**config.mk**
```make
export PLATFORM = sky130hd
export DESIGN_NAME = host_arbiter
export DESIGN_NICKNAME = d
export VERILOG_FILES = /design/src/rtl/host_arbiter.sv
export SDC_FILE = /design/constraint.sdc
export NUM_CORES = 1
export LEC_CHECK = 0
export BUFFER_PORTS_ARGS = -buffer_cell sky130_fd_sc_hd__buf_2
export CAP_MARGIN = 20
export CORE_MARGIN = 1
export CORE_UTILIZATION = 43
export CTS_CLUSTER_DIAMETER = 120
export DETAILED_ROUTE_END_ITERATION = 12
export PLACE_DENSITY = 0.78
export SLEW_MARGIN = 20
export SYNTH_ARGS = -nofsm -noshare
export SYNTH_HDL_FRONTEND = slang
export SYNTH_SLANG_ARGS = --single-unit
```
**constraint.sdc**
```tcl
create_clock -name host_clk_i -period 1.35 [get_ports host_clk_i]
set_input_delay 0.27 -clock host_clk_i [delete_from_list [all_inputs] [get_ports host_clk_i]]
set_output_delay 0.27 -clock host_clk_i [all_outputs]
set_load 0.005 [all_outputs]
```
**src/rtl/host_arbiter.sv**
```systemverilog
// Two-requester round-robin arbiter in front of a single-port memory with combinational read data.
// Each access runs IDLE -> ISSUE -> ACK, so the block completes one access every three cycles.
module host_arbiter #(
    parameter int unsigned ADDR_W = 4,
    parameter int unsigned DATA_W = 8
) (
    input  logic              host_clk_i,
    input  logic              reset_i,
    input  logic              a_req_i,
    input  logic              a_wr_i,
    input  logic [ADDR_W-1:0] a_addr_i,
    input  logic [DATA_W-1:0] a_wdata_i,
    output logic              a_ack_o,
    output logic [DATA_W-1:0] a_rdata_o,
    input  logic              b_req_i,
    input  logic              b_wr_i,
    input  logic [ADDR_W-1:0] b_addr_i,
    input  logic [DATA_W-1:0] b_wdata_i,
    output logic              b_ack_o,
    output logic [DATA_W-1:0] b_rdata_o,
    output logic              host_sel_o,
    output logic              host_wr_o,
    output logic [ADDR_W-1:0] host_addr_o,
    output logic [DATA_W-1:0] host_wdata_o,
    input  logic [DATA_W-1:0] host_rdata_i,
    output logic              busy_o,
    output logic [7:0]        a_count_o,
    output logic [7:0]        b_count_o
);

    typedef enum logic [1:0] {
        StIdle,
        StIssue,
        StAck
    } state_e;

    state_e              state_q;
    logic                win_b_q;
    logic                prio_b_q;
    logic                sel_q;
    logic                wr_q;
    logic [ADDR_W-1:0]   addr_q;
    logic [DATA_W-1:0]   wdata_q;
    logic                a_ack_q;
    logic                b_ack_q;
    logic [DATA_W-1:0]   a_rdata_q;
    logic [DATA_W-1:0]   b_rdata_q;
    logic [7:0]          a_cnt_q;
    logic [7:0]          b_cnt_q;
    logic                pick_b_d;

    // B wins when it is the only requester, or when both ask and B holds priority.
    always_comb begin
        pick_b_d = b_req_i & (~a_req_i | prio_b_q);
    end

    always_ff @(posedge host_clk_i) begin
        if (reset_i) begin
            state_q   <= StIdle;
            win_b_q   <= 1'b0;
            prio_b_q  <= 1'b0;
            sel_q     <= 1'b0;
            wr_q      <= 1'b0;
            addr_q    <= '0;
            wdata_q   <= '0;
            a_ack_q   <= 1'b0;
            b_ack_q   <= 1'b0;
            a_rdata_q <= '0;
            b_rdata_q <= '0;
            a_cnt_q   <= 8'd0;
            b_cnt_q   <= 8'd0;
        end else begin
            a_ack_q <= 1'b0;
            b_ack_q <= 1'b0;
            case (state_q)
                StIdle: begin
                    if (a_req_i || b_req_i) begin
                        state_q  <= StIssue;
                        win_b_q  <= pick_b_d;
                        prio_b_q <= ~pick_b_d;
                        sel_q    <= 1'b1;
                        wr_q     <= pick_b_d ? b_wr_i : a_wr_i;
                        addr_q   <= pick_b_d ? b_addr_i : a_addr_i;
                        wdata_q  <= pick_b_d ? b_wdata_i : a_wdata_i;
                    end
                end
                StIssue: begin
                    // The access completes from the latched command regardless of req.
                    state_q <= StAck;
                    sel_q   <= 1'b0;
                    wr_q    <= 1'b0;
                    addr_q  <= '0;
                    wdata_q <= '0;
                    if (win_b_q) begin
                        b_ack_q <= 1'b1;
                        if (!wr_q) begin
                            b_rdata_q <= host_rdata_i;
                        end
                        if (b_cnt_q != 8'hFF) begin
                            b_cnt_q <= b_cnt_q + 8'd1;
                        end
                    end else begin
                        a_ack_q <= 1'b1;
                        if (!wr_q) begin
                            a_rdata_q <= host_rdata_i;
                        end
                        if (a_cnt_q != 8'hFF) begin
                            a_cnt_q <= a_cnt_q + 8'd1;
                        end
                    end
                end
                StAck: begin
                    state_q <= StIdle;
                end
                default: begin
                    state_q <= StIdle;
                end
            endcase
        end
    end

    assign host_sel_o   = sel_q;
    assign host_wr_o    = wr_q;
    assign host_addr_o  = addr_q;
    assign host_wdata_o = wdata_q;
    assign a_ack_o      = a_ack_q;
    assign b_ack_o      = b_ack_q;
    assign a_rdata_o    = a_rdata_q;
    assign b_rdata_o    = b_rdata_q;
    assign a_count_o    = a_cnt_q;
    assign b_count_o    = b_cnt_q;
    assign busy_o       = (state_q != StIdle);

endmodule

```
==> impl_metrics.csv <==
group,metric,value,unit
cts,clk_pin_slew_worst_paths,90,ps
sta,slew_viol_final,0,
pwr,switching_share,25.2,%
placed_design,port_buffers,86,
pwr,p_clk_share,30.6,%
die,ioPinCount,87,
yosys,netlist_area,2130,um^2
cts,cts.sinks,52,
yosys,synthFlopType,"dfxtp_1",
sta,setup_violations,0,
cts,cts_buffer_depth,2,
routing,wirelength,5000,um
grt,busiest_layer,"met2",
layout,num-fill-cells,413,
grt,grt_max_degree,25,
layout,nNetsFinal,369,
routing,first_iter_violations,116,
pwr,p_int,2.26,mW
grt,grt_util_met3,4.17,%
layout,multiInputGateArea,1100,um^2
yosys,syn_nets,256,
routing,first_pass_iters,4,
layout,area_growth,41.8,%
yosys,ys_ff_latch,52,
yosys,synth-edff-count,0,
cts,clk_latency,300,ps
sta,period_share,99.8,%
pwr,vdd_ir_drop_max,0.624,mV
sta,finalHoldViolations,0,
layout,drive_gt1_share,45.8,%
worst_setup_path,worstPathArrival,1590,ps
cts,cts_root_buf,"clkbuf_8",
die,core-area,4750,um^2
worst_setup_path,worstSetupPathType,"reg2reg",
yosys,syn_avg_cell_area,9.87,um^2
yosys,synth_top_cells_by_area,"dfxtp_1 49%, mux2i_1 11%, o2bb2ai_1 5.3%",
yosys,netlist-cell-type-count,37,
yosys,synth.largest_area_cell,"dfxtp_1",
sta,rsz0062_at_grt,"true",
sta,tightestPinTransition,301,ps
yosys,async_reset_ff_share,0,%
routing,vias,1959,
yosys,syn_inst,216,
grt,grt-ovfl-total,0,
grt,grt_pass1_wl,7710,um
grt,antenna_found_initial,0,
die,die_h,72.4,um
layout,stdcell_count,397,
sta,slew-limit-headroom,79.9,%
worst_setup_path,worstSetupStartpointType,"register",
placed_design,place_congestion,0.792,
sta,clock.fmax,0.743,GHz
grt,use_met1,22.4,%
cts,numCtsBuffers,5,
layout,regArea,1060,um^2
placed_design,place_inst,386,
grt,grt_usage,18.9,%
die,num_rows,25,
sta,period_minus_slack,1350,ps
die,dieArea,5240,um^2
worst_setup_path,end_kind,"register",
pwr,switching_power,0.759,mW
routing,drtAntennaViolNets,0,
pwr,p_seq_share,55.1,%
sta,tns,0,ps
layout,layout_common_cells,"86 x buf_2, 42 x dfxtp_1, 27 x nor2_1, 27 x buf_4, 23 x mux2i_1",
layout,n_antenna_cell,0,
pwr,power_leakage,1.45,nW
worst_setup_path,crit_fanout,5,
cts,cts_tree,"built",
die,die_x,72.4,um
routing,detail_route.vias_per_cell,4.93,
yosys,synth_top_area_share,48.8,%
yosys,synth-seq-area-share,48.8,%
sta,fin_skew,4.58,ps
grt,grt_pass1_vias,1788,
routing,drc_errors,0,
layout,final_common_cell,"buf_2",
run,cap_violations,0,
layout,utilization,63.6,%
run_status,status,"finished, final reports clean",
yosys,ys_warn_count,0,
worst_setup_path,required,1590,ps
die,initial_core_util,44.8,%
placed_design,dp_hpwl,3630,um
min_path,hp-class,"in2reg",
pwr,comb_power_share,14.3,%
pwr,power_density,997,nW/um^2
cts,cts_hold_buf,0,
cts,h-tree-depth,2,
grt,met2_usage,32.8,%
routing,drt-wirelength-per-cell,12.6,um
==> through the flow <==
stage	setup WS, ps	hold WS [ps]	area [um^2]	total power [mW]
floorplan	8.73	386	2140	1.90
global placement	20.1	439	2830	2.10
detailed placement	-65.0	442	2830	2.11
CTS	21.0	205	2960	3.03
global route	-40.0	220	3020	3.15
finish	3.28	214	3020	3.01
==> per-layer routing <==
layer / wire length [um] / up-vias
li1: - / 993
met1: 2190 / 890
met2: 2490 / 71
met3: 255 / 5
met4: 63 / 0
met5: 0 / -
==> sequential cells by signal (all words and copies together), names as in the netlist <==
signal / count
prio_b_q: 1
host_wdata_o: 8
b_rdata_o: 8
a_count_o: 8
a_ack_o: 1
host_addr_o: 4
a_rdata_o: 8
host_sel_o: 1
b_count_o: 8
state_q: 2
host_wr_o: 1
win_b_q: 1
b_ack_o: 1
==> repair_timing <==
item / 4_1_cts / 5_1_grt
setup endpoints to repair: 15 / 10
pin swaps: 2 / 6
buffers inserted: 2 / 1
resized for setup: 6 / 18
==> worst paths after layout <==
check,to,cells after the start,from,slack (ps)
worst max-delay path,b_count_o[7]$_SDFFE_PP0P_,4,state_q[1]$_SDFFE_PP0P_,3
worst min-delay path,a_rdata_o[6]$_SDFFE_PP0P_,3,host_rdata_i[6],210
worst max register to register,b_count_o[7]$_SDFFE_PP0P_,4,state_q[1]$_SDFFE_PP0P_,3
worst min register to register,a_rdata_o[2]$_SDFFE_PP0P_,2,a_rdata_o[2]$_SDFFE_PP0P_,470
==> worst max-delay path, stage by stage (launching register included) <==
cell	delay, ps
dfxtp_4	380
and3b_2	280
o211ai_2	120
or3_4	390
a21oi_2	120
==> power by group through the flow <==
stage                     registers (mW)  logic (mW)  clock network, mW
final                               1.66       0.431              0.923
after global routing                1.67       0.477              0.998
after CTS                           1.66       0.429              0.945
after detailed placement            1.69       0.423                  0
after global placement              1.69       0.415                  0
after floorplan                     1.70       0.203                  0
==> cell type report <==
type	instances	share of cell area, %
inverter	2	0.248
clock buffer	6	2.73
sequential	52	35.0
clock inverter	2	0.455
tap	67	2.77
multi-input combinational	153	36.5
timing repair buffer	115	22.3
==> Yosys cell counts, drive strengths merged (3+ instances only) <==
library cell	count
dfxtp	52
mux2i	23
nor2	29
xor2	12
buf	4
o2bb2ai	13
clkbuf	5
and2	3
a21oi	11
and3	4
nor3	3
nand4	3
nand2b	3
o2111ai	3
o211ai	6
o21ai	3
nand2	20
==> kinds of logic (layout without fill, tap and decap cells) <==
family | count (synthesis) | count (layout) | share of synthesized area [%]
AO/OA/AOI/OAI | 40 | 40 | 13.7
buffers and inverters | 11 | 125 | 2.41
XOR/XNOR | 12 | 12 | 4.93
adder cells (fa/ha/maj) | 2 | 2 | 1.17
multiplexers | 23 | 23 | 10.8
flip-flops | 52 | 52 | 48.8
AND/OR/NAND/NOR | 76 | 76 | 18.1
Note: power is estimated with default switching activity, not from simulation.
